$ cat config.mk
export PLATFORM = sky130hd
export DESIGN_NAME = axi_lite_io_slave_flat
export DESIGN_NICKNAME = d
export VERILOG_FILES = /design/src/rtl/axi_lite_io_slave_pkg.sv /design/src/rtl/axi_lite_io_slave_if.sv /design/src/rtl/axi_lite_io_slave.sv /design/src/flat_wrapper.sv
export SDC_FILE = /design/constraint.sdc
export NUM_CORES = 1
export LEC_CHECK = 0
export ABC_CLOCK_PERIOD_IN_PS = 3300
export CAP_MARGIN = 30
export CORE_UTILIZATION = 42
export DETAILED_ROUTE_END_ITERATION = 6
export PLACE_DENSITY = 0.85
export SYNTH_ARGS = -nofsm -noshare
export SYNTH_HDL_FRONTEND = slang
export SYNTH_SLANG_ARGS = --single-unit
$ cat constraint.sdc
create_clock -name clk -period 3.3 [get_ports clk]
set_clock_uncertainty 0.15 [all_clocks]
set_input_delay 0.825 -clock clk [delete_from_list [all_inputs] [get_ports clk]]
set_output_delay 0.825 -clock clk [all_outputs]
set_load 0.005 [all_outputs]
$ cat src/rtl/axi_lite_io_slave_pkg.sv
// ---------------------------------------------------------------------------
// axi_lite_io_slave_pkg
// Shared definitions for the AXI4-Lite to IO-bus bridge:
//   - AXI response codes
//   - controller state encoding (3 bits)
// ---------------------------------------------------------------------------
package axi_lite_io_slave_pkg;

    localparam logic [1:0] AXI_RESP_OKAY   = 2'b00;
    localparam logic [1:0] AXI_RESP_SLVERR = 2'b10;
    localparam logic [1:0] AXI_RESP_DECERR = 2'b11;

    typedef enum logic [2:0] {
        ST_IDLE    = 3'd0,
        ST_WAIT_W  = 3'd1,   // address taken, waiting for write data
        ST_WAIT_AW = 3'd2,   // write data taken, waiting for address
        ST_W_ISSUE = 3'd3,
        ST_W_RESP  = 3'd4,
        ST_R_ISSUE = 3'd5,
        ST_R_WAIT  = 3'd6,
        ST_R_RESP  = 3'd7
    } axi_slave_state_t;

endpackage

$ cat src/rtl/axi_lite_io_slave_if.sv
// ---------------------------------------------------------------------------
// axi_lite_io_slave_if
// AXI4-Lite bundle between a bus master and the IO bridge.
//   master modport : drives AW/W/AR channels and B/R readies
//   slave  modport : drives AW/W/AR readies and the B/R channels
// ---------------------------------------------------------------------------
interface axi_lite_io_slave_if #(
    parameter int ADDR_WIDTH = 32,
    parameter int DATA_WIDTH = 32
);
    logic [ADDR_WIDTH-1:0]   awaddr;
    logic [2:0]              awprot;
    logic                    awvalid;
    logic                    awready;
    logic [DATA_WIDTH-1:0]   wdata;
    logic [DATA_WIDTH/8-1:0] wstrb;
    logic                    wvalid;
    logic                    wready;
    logic [1:0]              bresp;
    logic                    bvalid;
    logic                    bready;
    logic [ADDR_WIDTH-1:0]   araddr;
    logic [2:0]              arprot;
    logic                    arvalid;
    logic                    arready;
    logic [DATA_WIDTH-1:0]   rdata;
    logic [1:0]              rresp;
    logic                    rvalid;
    logic                    rready;

    modport master (
        output awaddr, awprot, awvalid, wdata, wstrb, wvalid, bready,
               araddr, arprot, arvalid, rready,
        input  awready, wready, bresp, bvalid, arready, rdata, rresp, rvalid
    );

    modport slave (
        input  awaddr, awprot, awvalid, wdata, wstrb, wvalid, bready,
               araddr, arprot, arvalid, rready,
        output awready, wready, bresp, bvalid, arready, rdata, rresp, rvalid
    );
endinterface

$ cat src/rtl/axi_lite_io_slave.sv
// ---------------------------------------------------------------------------
// axi_lite_io_slave
// Terminates AXI4-Lite transactions and replays them, one at a time, on the
// single-cycle on-chip IO bus. Reads and writes alternate priority after each
// completed response. Addresses outside the IO window get DECERR and never
// reach the IO bus.
// Ports:
//   clk, reset     : clock, synchronous active-high reset
//   s_axi          : AXI4-Lite slave side (interface, slave modport)
//   io_write_en    : one-cycle write strobe
//   io_read_en     : one-cycle read strobe
//   io_address     : captured AXI address (full width)
//   io_write_data  : captured write data
//   io_write_mask  : captured write strobes
//   io_read_data   : peripheral read data, valid one cycle after io_read_en
// ---------------------------------------------------------------------------
module axi_lite_io_slave
    import axi_lite_io_slave_pkg::*;
#(
    parameter int                            C_S_AXI_ADDR_WIDTH = 32,
    parameter int                            C_S_AXI_DATA_WIDTH = 32,
    parameter logic [C_S_AXI_ADDR_WIDTH-1:0] BASE_ADDR          = 32'hFFFF_0000,
    parameter int                            WINDOW_BITS        = 16
) (
    input  logic                              clk,
    input  logic                              reset,
    axi_lite_io_slave_if.slave                s_axi,
    output logic                              io_write_en,
    output logic                              io_read_en,
    output logic [C_S_AXI_ADDR_WIDTH-1:0]     io_address,
    output logic [C_S_AXI_DATA_WIDTH-1:0]     io_write_data,
    output logic [C_S_AXI_DATA_WIDTH/8-1:0]   io_write_mask,
    input  logic [C_S_AXI_DATA_WIDTH-1:0]     io_read_data
);

    localparam int AW = C_S_AXI_ADDR_WIDTH;
    localparam int DW = C_S_AXI_DATA_WIDTH;
    localparam int SW = C_S_AXI_DATA_WIDTH / 8;
    localparam logic [AW-WINDOW_BITS-1:0] BASE_HI = BASE_ADDR[AW-1:WINDOW_BITS];

    axi_slave_state_t r_state;
    axi_slave_state_t w_next_state;
    logic             r_prio_read;      // 0: write wins a tie, 1: read wins
    logic [AW-1:0]    r_addr;           // shared by AW and AR, only one is ever live
    logic [DW-1:0]    r_wdata;
    logic [SW-1:0]    r_wstrb;
    logic [1:0]       r_bresp;
    logic [1:0]       r_rresp;
    logic [DW-1:0]    r_rdata;

    logic w_awready, w_wready, w_arready, w_bvalid, w_rvalid;
    logic w_io_write_en, w_io_read_en;
    logic w_write_req, w_read_req, w_pick_write;
    logic w_aw_hs, w_w_hs, w_ar_hs, w_b_hs, w_r_hs;
    logic w_hit;
    logic w_unused_prot;

    assign w_hit        = (r_addr[AW-1:WINDOW_BITS] == BASE_HI);
    assign w_write_req  = s_axi.awvalid | s_axi.wvalid;
    assign w_read_req   = s_axi.arvalid;
    assign w_pick_write = w_write_req & (~w_read_req | ~r_prio_read);
    assign w_unused_prot = ^{s_axi.awprot, s_axi.arprot};

    assign w_aw_hs = s_axi.awvalid & w_awready;
    assign w_w_hs  = s_axi.wvalid  & w_wready;
    assign w_ar_hs = s_axi.arvalid & w_arready;
    assign w_b_hs  = w_bvalid & s_axi.bready;
    assign w_r_hs  = w_rvalid & s_axi.rready;

    // Next-state decode plus readies, response valids and IO strobes.
    always_comb begin
        w_next_state  = r_state;
        w_awready     = 1'b0;
        w_wready      = 1'b0;
        w_arready     = 1'b0;
        w_bvalid      = 1'b0;
        w_rvalid      = 1'b0;
        w_io_write_en = 1'b0;
        w_io_read_en  = 1'b0;
        if (reset) begin
            // Everything stays quiet so an abandoned transaction emits nothing.
            w_next_state = ST_IDLE;
        end else begin
            case (r_state)
                ST_IDLE: begin
                    if (w_pick_write) begin
                        w_awready = s_axi.awvalid;
                        w_wready  = s_axi.wvalid;
                        if (s_axi.awvalid && s_axi.wvalid) begin
                            w_next_state = ST_W_ISSUE;
                        end else if (s_axi.awvalid) begin
                            w_next_state = ST_WAIT_W;
                        end else begin
                            w_next_state = ST_WAIT_AW;
                        end
                    end else if (w_read_req) begin
                        w_arready    = 1'b1;
                        w_next_state = ST_R_ISSUE;
                    end else begin
                        w_next_state = ST_IDLE;
                    end
                end
                ST_WAIT_W: begin
                    w_wready = 1'b1;
                    if (s_axi.wvalid) begin
                        w_next_state = ST_W_ISSUE;
                    end else begin
                        w_next_state = ST_WAIT_W;
                    end
                end
                ST_WAIT_AW: begin
                    w_awready = 1'b1;
                    if (s_axi.awvalid) begin
                        w_next_state = ST_W_ISSUE;
                    end else begin
                        w_next_state = ST_WAIT_AW;
                    end
                end
                ST_W_ISSUE: begin
                    w_io_write_en = w_hit;
                    w_next_state  = ST_W_RESP;
                end
                ST_W_RESP: begin
                    w_bvalid = 1'b1;
                    if (s_axi.bready) begin
                        w_next_state = ST_IDLE;
                    end else begin
                        w_next_state = ST_W_RESP;
                    end
                end
                ST_R_ISSUE: begin
                    w_io_read_en = w_hit;
                    w_next_state = ST_R_WAIT;
                end
                ST_R_WAIT: begin
                    w_next_state = ST_R_RESP;
                end
                ST_R_RESP: begin
                    w_rvalid = 1'b1;
                    if (s_axi.rready) begin
                        w_next_state = ST_IDLE;
                    end else begin
                        w_next_state = ST_R_RESP;
                    end
                end
                default: begin
                    w_next_state = ST_IDLE;
                end
            endcase
        end
    end

    // State, arbitration flag, captured request and latched response.
    always_ff @(posedge clk) begin
        if (reset) begin
            r_state     <= ST_IDLE;
            r_prio_read <= 1'b0;
            r_addr      <= {AW{1'b0}};
            r_wdata     <= {DW{1'b0}};
            r_wstrb     <= {SW{1'b0}};
            r_bresp     <= AXI_RESP_OKAY;
            r_rresp     <= AXI_RESP_OKAY;
            r_rdata     <= {DW{1'b0}};
        end else begin
            r_state <= w_next_state;
            // AW and AR are never accepted in the same cycle.
            if (w_aw_hs) begin
                r_addr <= s_axi.awaddr;
            end else if (w_ar_hs) begin
                r_addr <= s_axi.araddr;
            end
            if (w_w_hs) begin
                r_wdata <= s_axi.wdata;
                r_wstrb <= s_axi.wstrb;
            end
            if (r_state == ST_W_ISSUE) begin
                r_bresp <= w_hit ? AXI_RESP_OKAY : AXI_RESP_DECERR;
            end
            // io_read_data is valid in the cycle after io_read_en.
            if (r_state == ST_R_WAIT) begin
                r_rdata <= w_hit ? io_read_data : {DW{1'b0}};
                r_rresp <= w_hit ? AXI_RESP_OKAY : AXI_RESP_DECERR;
            end
            if (w_b_hs || w_r_hs) begin
                r_prio_read <= ~r_prio_read;
            end
        end
    end

    assign s_axi.awready = w_awready;
    assign s_axi.wready  = w_wready;
    assign s_axi.arready = w_arready;
    assign s_axi.bvalid  = w_bvalid;
    assign s_axi.bresp   = r_bresp;
    assign s_axi.rvalid  = w_rvalid;
    assign s_axi.rresp   = r_rresp;
    assign s_axi.rdata   = r_rdata;

    assign io_write_en   = w_io_write_en;
    assign io_read_en    = w_io_read_en;
    assign io_address    = r_addr;
    assign io_write_data = r_wdata;
    assign io_write_mask = r_wstrb;

endmodule
$ cat src/flat_wrapper.sv
// flat-port wrapper written by rule: the top's interface ports become plain ports
module axi_lite_io_slave_flat import axi_lite_io_slave_pkg::*;
#(
    parameter int                            C_S_AXI_ADDR_WIDTH = 32,
    parameter int                            C_S_AXI_DATA_WIDTH = 32,
    parameter logic [C_S_AXI_ADDR_WIDTH-1:0] BASE_ADDR          = 32'hFFFF_0000,
    parameter int                            WINDOW_BITS        = 16
)
  (clk, reset, io_write_en, io_read_en, io_address, io_write_data, io_write_mask, io_read_data, s_axi_awaddr, s_axi_awprot, s_axi_awvalid, s_axi_wdata, s_axi_wstrb, s_axi_wvalid, s_axi_bready, s_axi_araddr, s_axi_arprot, s_axi_arvalid, s_axi_rready, s_axi_awready, s_axi_wready, s_axi_bresp, s_axi_bvalid, s_axi_arready, s_axi_rdata, s_axi_rresp, s_axi_rvalid);
  axi_lite_io_slave_if s_axi_i ();
  input  logic clk;
  input  logic reset;
  output logic io_write_en;
  output logic io_read_en;
  output logic [C_S_AXI_ADDR_WIDTH-1:0] io_address;
  output logic [C_S_AXI_DATA_WIDTH-1:0] io_write_data;
  output logic [C_S_AXI_DATA_WIDTH/8-1:0] io_write_mask;
  input  logic [C_S_AXI_DATA_WIDTH-1:0] io_read_data;
  input wire logic [$bits(s_axi_i.awaddr)-1:0] s_axi_awaddr;
  input wire logic [$bits(s_axi_i.awprot)-1:0] s_axi_awprot;
  input wire logic [$bits(s_axi_i.awvalid)-1:0] s_axi_awvalid;
  input wire logic [$bits(s_axi_i.wdata)-1:0] s_axi_wdata;
  input wire logic [$bits(s_axi_i.wstrb)-1:0] s_axi_wstrb;
  input wire logic [$bits(s_axi_i.wvalid)-1:0] s_axi_wvalid;
  input wire logic [$bits(s_axi_i.bready)-1:0] s_axi_bready;
  input wire logic [$bits(s_axi_i.araddr)-1:0] s_axi_araddr;
  input wire logic [$bits(s_axi_i.arprot)-1:0] s_axi_arprot;
  input wire logic [$bits(s_axi_i.arvalid)-1:0] s_axi_arvalid;
  input wire logic [$bits(s_axi_i.rready)-1:0] s_axi_rready;
  output wire logic [$bits(s_axi_i.awready)-1:0] s_axi_awready;
  output wire logic [$bits(s_axi_i.wready)-1:0] s_axi_wready;
  output wire logic [$bits(s_axi_i.bresp)-1:0] s_axi_bresp;
  output wire logic [$bits(s_axi_i.bvalid)-1:0] s_axi_bvalid;
  output wire logic [$bits(s_axi_i.arready)-1:0] s_axi_arready;
  output wire logic [$bits(s_axi_i.rdata)-1:0] s_axi_rdata;
  output wire logic [$bits(s_axi_i.rresp)-1:0] s_axi_rresp;
  output wire logic [$bits(s_axi_i.rvalid)-1:0] s_axi_rvalid;
  assign s_axi_i.awaddr = s_axi_awaddr;
  assign s_axi_i.awprot = s_axi_awprot;
  assign s_axi_i.awvalid = s_axi_awvalid;
  assign s_axi_i.wdata = s_axi_wdata;
  assign s_axi_i.wstrb = s_axi_wstrb;
  assign s_axi_i.wvalid = s_axi_wvalid;
  assign s_axi_i.bready = s_axi_bready;
  assign s_axi_i.araddr = s_axi_araddr;
  assign s_axi_i.arprot = s_axi_arprot;
  assign s_axi_i.arvalid = s_axi_arvalid;
  assign s_axi_i.rready = s_axi_rready;
  assign s_axi_awready = s_axi_i.awready;
  assign s_axi_wready = s_axi_i.wready;
  assign s_axi_bresp = s_axi_i.bresp;
  assign s_axi_bvalid = s_axi_i.bvalid;
  assign s_axi_arready = s_axi_i.arready;
  assign s_axi_rdata = s_axi_i.rdata;
  assign s_axi_rresp = s_axi_i.rresp;
  assign s_axi_rvalid = s_axi_i.rvalid;
  axi_lite_io_slave #(.C_S_AXI_ADDR_WIDTH(C_S_AXI_ADDR_WIDTH), .C_S_AXI_DATA_WIDTH(C_S_AXI_DATA_WIDTH), .BASE_ADDR(BASE_ADDR), .WINDOW_BITS(WINDOW_BITS)) u_core (.clk(clk), .reset(reset), .s_axi(s_axi_i), .io_write_en(io_write_en), .io_read_en(io_read_en), .io_address(io_address), .io_write_data(io_write_data), .io_write_mask(io_write_mask), .io_read_data(io_read_data));
endmodule
==> metrics.md <==
| Metric | Value |
|---|---|
| Run status | complete, no violations |
| Cell count after synthesis | 559 |
| Slowest library cell on the worst path | sky130_fd_sc_hd__clkdlybuf4s50_1 |
| Gr ovfl total | 0 |
| DRC errors left | 0 |
| Die height | 108 um |
| Depth of the CTS H-tree | 3 |
| Total power of the final layout | 3400 uW |
| Share of final-layout standard cells stronger than drive strength 1 | 11.2% |
| Cell-by-cell listing of the critical path | clkdlybuf4s50_1, nand2_1, a21oi_1, nor2b_1, clkdlybuf4s50_1 |
| Max-Cap Viols | 0 |
| Number of cells on the worst hold path | 2 |
| Number of storage elements in the synthesis netlist | 106 |
| Weighted congestion at the end of routability-driven global placement | 0.899 |
| Antenna diode count | 0 |
| Library cell used as clock root buffer | sky130_fd_sc_hd__clkbuf_16 |
| Number of buffers added to fix hold violations after cts | 0 |
| Peak supply drop | 0.000344 V |
| Met3 track demand over resource in global routing | 7.78% |
| Worst rel slew slack | 60.9% |
| Max-slew violation count | 0 |
| Crit start category | input port |
| Clock tree from TritonCTS | built |
| Global-route wire length before repair | 23.5 mm |
| Number of iterations in the first detailed-routing pass | 6 |
| Die outline area | 11700 um^2 |
| Cell Area, Synth | 4750 um^2 |
| Minimum setup slack after placement | 0.0208 ns |
| Worst Reg2Reg Path Length in Cells | 6 |
| Leading area contributor after synthesis | sky130_fd_sc_hd__dfxtp_1 |
| Crit path capture type | output port |
| All-Layer GR Usage | 25.2% |
| Clock period minus final worst setup slack | 3.15 ns |
| Count of distinct cell types in the synthesized netlist | 43 |
| GRT met1 Usage | 28.1% |
| Number of setup violations in the final report | 0 |
| Crit path required time | 2.32 ns |
| Largest stage delay, worst path | 0.55 ns |
| Post-synth top area share | 44.6% |
| Multi-input gate area in the final layout | 2210 um^2 |
| Number of synthesized flops with an enable pin | 0 |
| Arrival @ worst endpoint | 2.17 ns |
| Power density over cell area | 446 nW/um^2 |
| Final number of hold-violating endpoints | 0 |
| Leakage component of the power | 0.00290 uW |
| Layout Area Growth over Synthesis | 60.3% |
| Ratio of routed vias to standard cells | 5.39 |
| Met2 usage | 43.8% |
| Portion of the post-synthesis area used by sequential elements | 44.6% |
| Biggest fanout along the worst timing path | 3 |
| Clk pin slew, worst setup/hold paths | 0.06 ns |
| Filler cell count in the final layout | 846 |
| Die boundary width | 108 um |
| Quantity of I/O buffers inserted on ports | 249 |
| Total via count in the routed design | 5030 |
| Prevailing post-synth register cell | sky130_fd_sc_hd__dfxtp_1 |
| Busiest metal layer after global routing | met2 |
| Total negative slack for setup checks | 0 ns |
| Pin count of the biggest net entering global routing | 39 |
| Layout net count | 933 |
| Flip-flop and latch area | 2120 um^2 |
| Post-Route WL | 15.2 mm |
| CTS sink cnt | 106 |
| Core area | 10900 um^2 |
| DP Wirelength | 11.0 mm |
| Total of warnings raised by yosys | 0 |
| Number of global-route vias before repair | 4933 |
| Share of flip-flops with an asynchronous set or reset after synthesis | 0% |
| Area contributors post-synth | sky130_fd_sc_hd__dfxtp_1 (45%), sky130_fd_sc_hd__nand2_1 (11%), sky130_fd_sc_hd__a221oi_2 (9.2%) |
| Site Rows | 38 |
| Worst reg2reg setup slack | 1.22 ns |
| Detailed-route wire length per cell | 16.3 um |
| Initial standard-cell utilization of the core | 43.5% |
| Setup repair after global routing missed its margin | no |
| Total clock buffers created by CTS | 9 |
| Worst hold-check path type | register to register |
| Synthesized area per cell | 8.51 um^2 |
| Post-route ant nets | 0 |
| Buffer levels on the longest clock path | 2 |
| Smallest setup slack after layout | 0.151 ns |
| Final worst hold slack | 0.298 ns |
| Initial antenna violation count | 1 |
| Synthesized Nets | 704 |
| Clock Latency Late Sink | 0.33 ns |
| Period Utilization, post-route | 95.4% |
| DRC marker count from the first detailed-route iteration | 345 |
| Startpoint-to-endpoint class of the critical path | input port to output port |
| I/O pin count | 256 |
| Peak clock frequency supported by timing | 318 MHz |
| Worst slew pin tran | 0.586 ns |
| Top cell by count, worst path | sky130_fd_sc_hd__clkdlybuf4s50_1 |
==> placed cells by master (no fill, tap or decap), types with 2 or more instances in the layout <==
| cell type | n |
|---|---|
| sky130_fd_sc_hd__buf_4 | 23 |
| sky130_fd_sc_hd__dlymetal6s2s_1 | 3 |
| sky130_fd_sc_hd__a211oi_1 | 21 |
| sky130_fd_sc_hd__nor4_1 | 3 |
| sky130_fd_sc_hd__a211oi_2 | 10 |
| sky130_fd_sc_hd__a221oi_2 | 29 |
| sky130_fd_sc_hd__clkdlybuf4s50_1 | 245 |
| sky130_fd_sc_hd__o211ai_1 | 2 |
| sky130_fd_sc_hd__clkbuf_16 | 9 |
| sky130_fd_sc_hd__inv_6 | 2 |
| sky130_fd_sc_hd__nand3_1 | 39 |
| sky130_fd_sc_hd__a21oi_1 | 40 |
| sky130_fd_sc_hd__nor2b_1 | 3 |
| sky130_fd_sc_hd__nand2_1 | 141 |
| sky130_fd_sc_hd__dfxtp_1 | 106 |
| sky130_fd_sc_hd__nor2_1 | 6 |
| sky130_fd_sc_hd__a31oi_1 | 2 |
| sky130_fd_sc_hd__or2_2 | 2 |
| sky130_fd_sc_hd__nand2b_1 | 2 |
| sky130_fd_sc_hd__nor3_1 | 2 |
| sky130_fd_sc_hd__nor2_2 | 3 |
| sky130_fd_sc_hd__inv_1 | 35 |
| sky130_fd_sc_hd__clkbuf_1 | 2 |
| sky130_fd_sc_hd__nand4_1 | 36 |
| sky130_fd_sc_hd__o21ai_0 | 3 |
==> logic make-up after synthesis <==
logic type	share of synthesized area [%]
flops	44.6
buf+inv	9.42
xor+xnor	0.184
compound gates	22.0
simple gates	23.8
==> state kept, by name, indices dropped and copies added (netlist names) <==
name	count
u_core.s_axi.rresp	1
u_core.r_state	3
u_core.io_write_data	32
u_core.s_axi.bresp	1
u_core.io_write_mask	4
u_core.r_prio_read	1
u_core.io_address	32
u_core.s_axi.rdata	32
==> critical path, delay by kind of cell <==
| family | cells | cell delay, ns |
|---|---|---|
| buf+inv | 2 | 0.99 |
| simple gates | 2 | 0.27 |
| compound gates | 1 | 0.09 |
==> power by group <==
part           leakage [uW]  total (uW)  internal [uW]  switching (uW)
clock network      0.000144        1070            595             473
registers          0.000868        1470           1390            82.4
logic               0.00188         862            490             372
total               0.00290        3400           2470             927
==> metal layers <==
| metal | part of all wire [%] | vias to the layer above |
|---|---|---|
| li1 | - | 2407 |
| met1 | 39 | 2345 |
| met2 | 48 | 234 |
| met3 | 9.1 | 42 |
| met4 | 3.4 | 2 |
| met5 | 0.092 | - |
==> worst paths after layout <==
path / end / start
hold / removal: u_core.s_axi.rdata[2]$_SDFFE_PP0P_ / u_core.s_axi.rdata[2]$_SDFFE_PP0P_
setup / recovery: s_axi_wready / s_axi_arvalid
hold reg to reg: u_core.s_axi.rdata[2]$_SDFFE_PP0P_ / u_core.s_axi.rdata[2]$_SDFFE_PP0P_
setup reg to reg: u_core.io_address[14]$_SDFFE_PP0P_ / u_core.r_state[1]$_SDFF_PP0_
==> area by class of cell <==
class	instances	area share, %
Timing Repair Buffer	273	35.4
Clock buffer	11	3.05
Inverter	35	1.72
Clock inverter	5	0.804
Tap cell	140	2.30
Multi-Input combinational cell	363	28.9
Sequential cell	106	27.8
==> through the flow <==
stage	util [%]	cell area, um^2	instances
final	69.7	7620	933
after global routing	69.7	7620	933
after CTS	69.4	7590	932
after detailed placement	66.7	7290	916
after global placement	66.7	7290	916
after floorplan	-	4750	559
==> cells in the mapped netlist (3+ instances only) <==
library cell,number
sky130_fd_sc_hd__nor2b_1,4
sky130_fd_sc_hd__nor2_1,8
sky130_fd_sc_hd__a211oi_2,10
sky130_fd_sc_hd__nor4_1,3
sky130_fd_sc_hd__o21ai_0,3
sky130_fd_sc_hd__nand4_1,36
sky130_fd_sc_hd__inv_1,35
sky130_fd_sc_hd__nand2b_1,3
sky130_fd_sc_hd__nand3_1,39
sky130_fd_sc_hd__clkbuf_1,18
sky130_fd_sc_hd__nand2_1,141
sky130_fd_sc_hd__buf_4,7
sky130_fd_sc_hd__a21oi_1,41
sky130_fd_sc_hd__dfxtp_1,106
sky130_fd_sc_hd__a221oi_2,29
sky130_fd_sc_hd__buf_1,5
sky130_fd_sc_hd__buf_2,18
sky130_fd_sc_hd__a211oi_1,21
==> timing repair <==
item,CTS,global route
gates resized for setup,1,3
buffers inserted,0,0
endpoints found under the setup margin,1,2
pin swaps,0,0
Power figures use the tool's default switching activity.
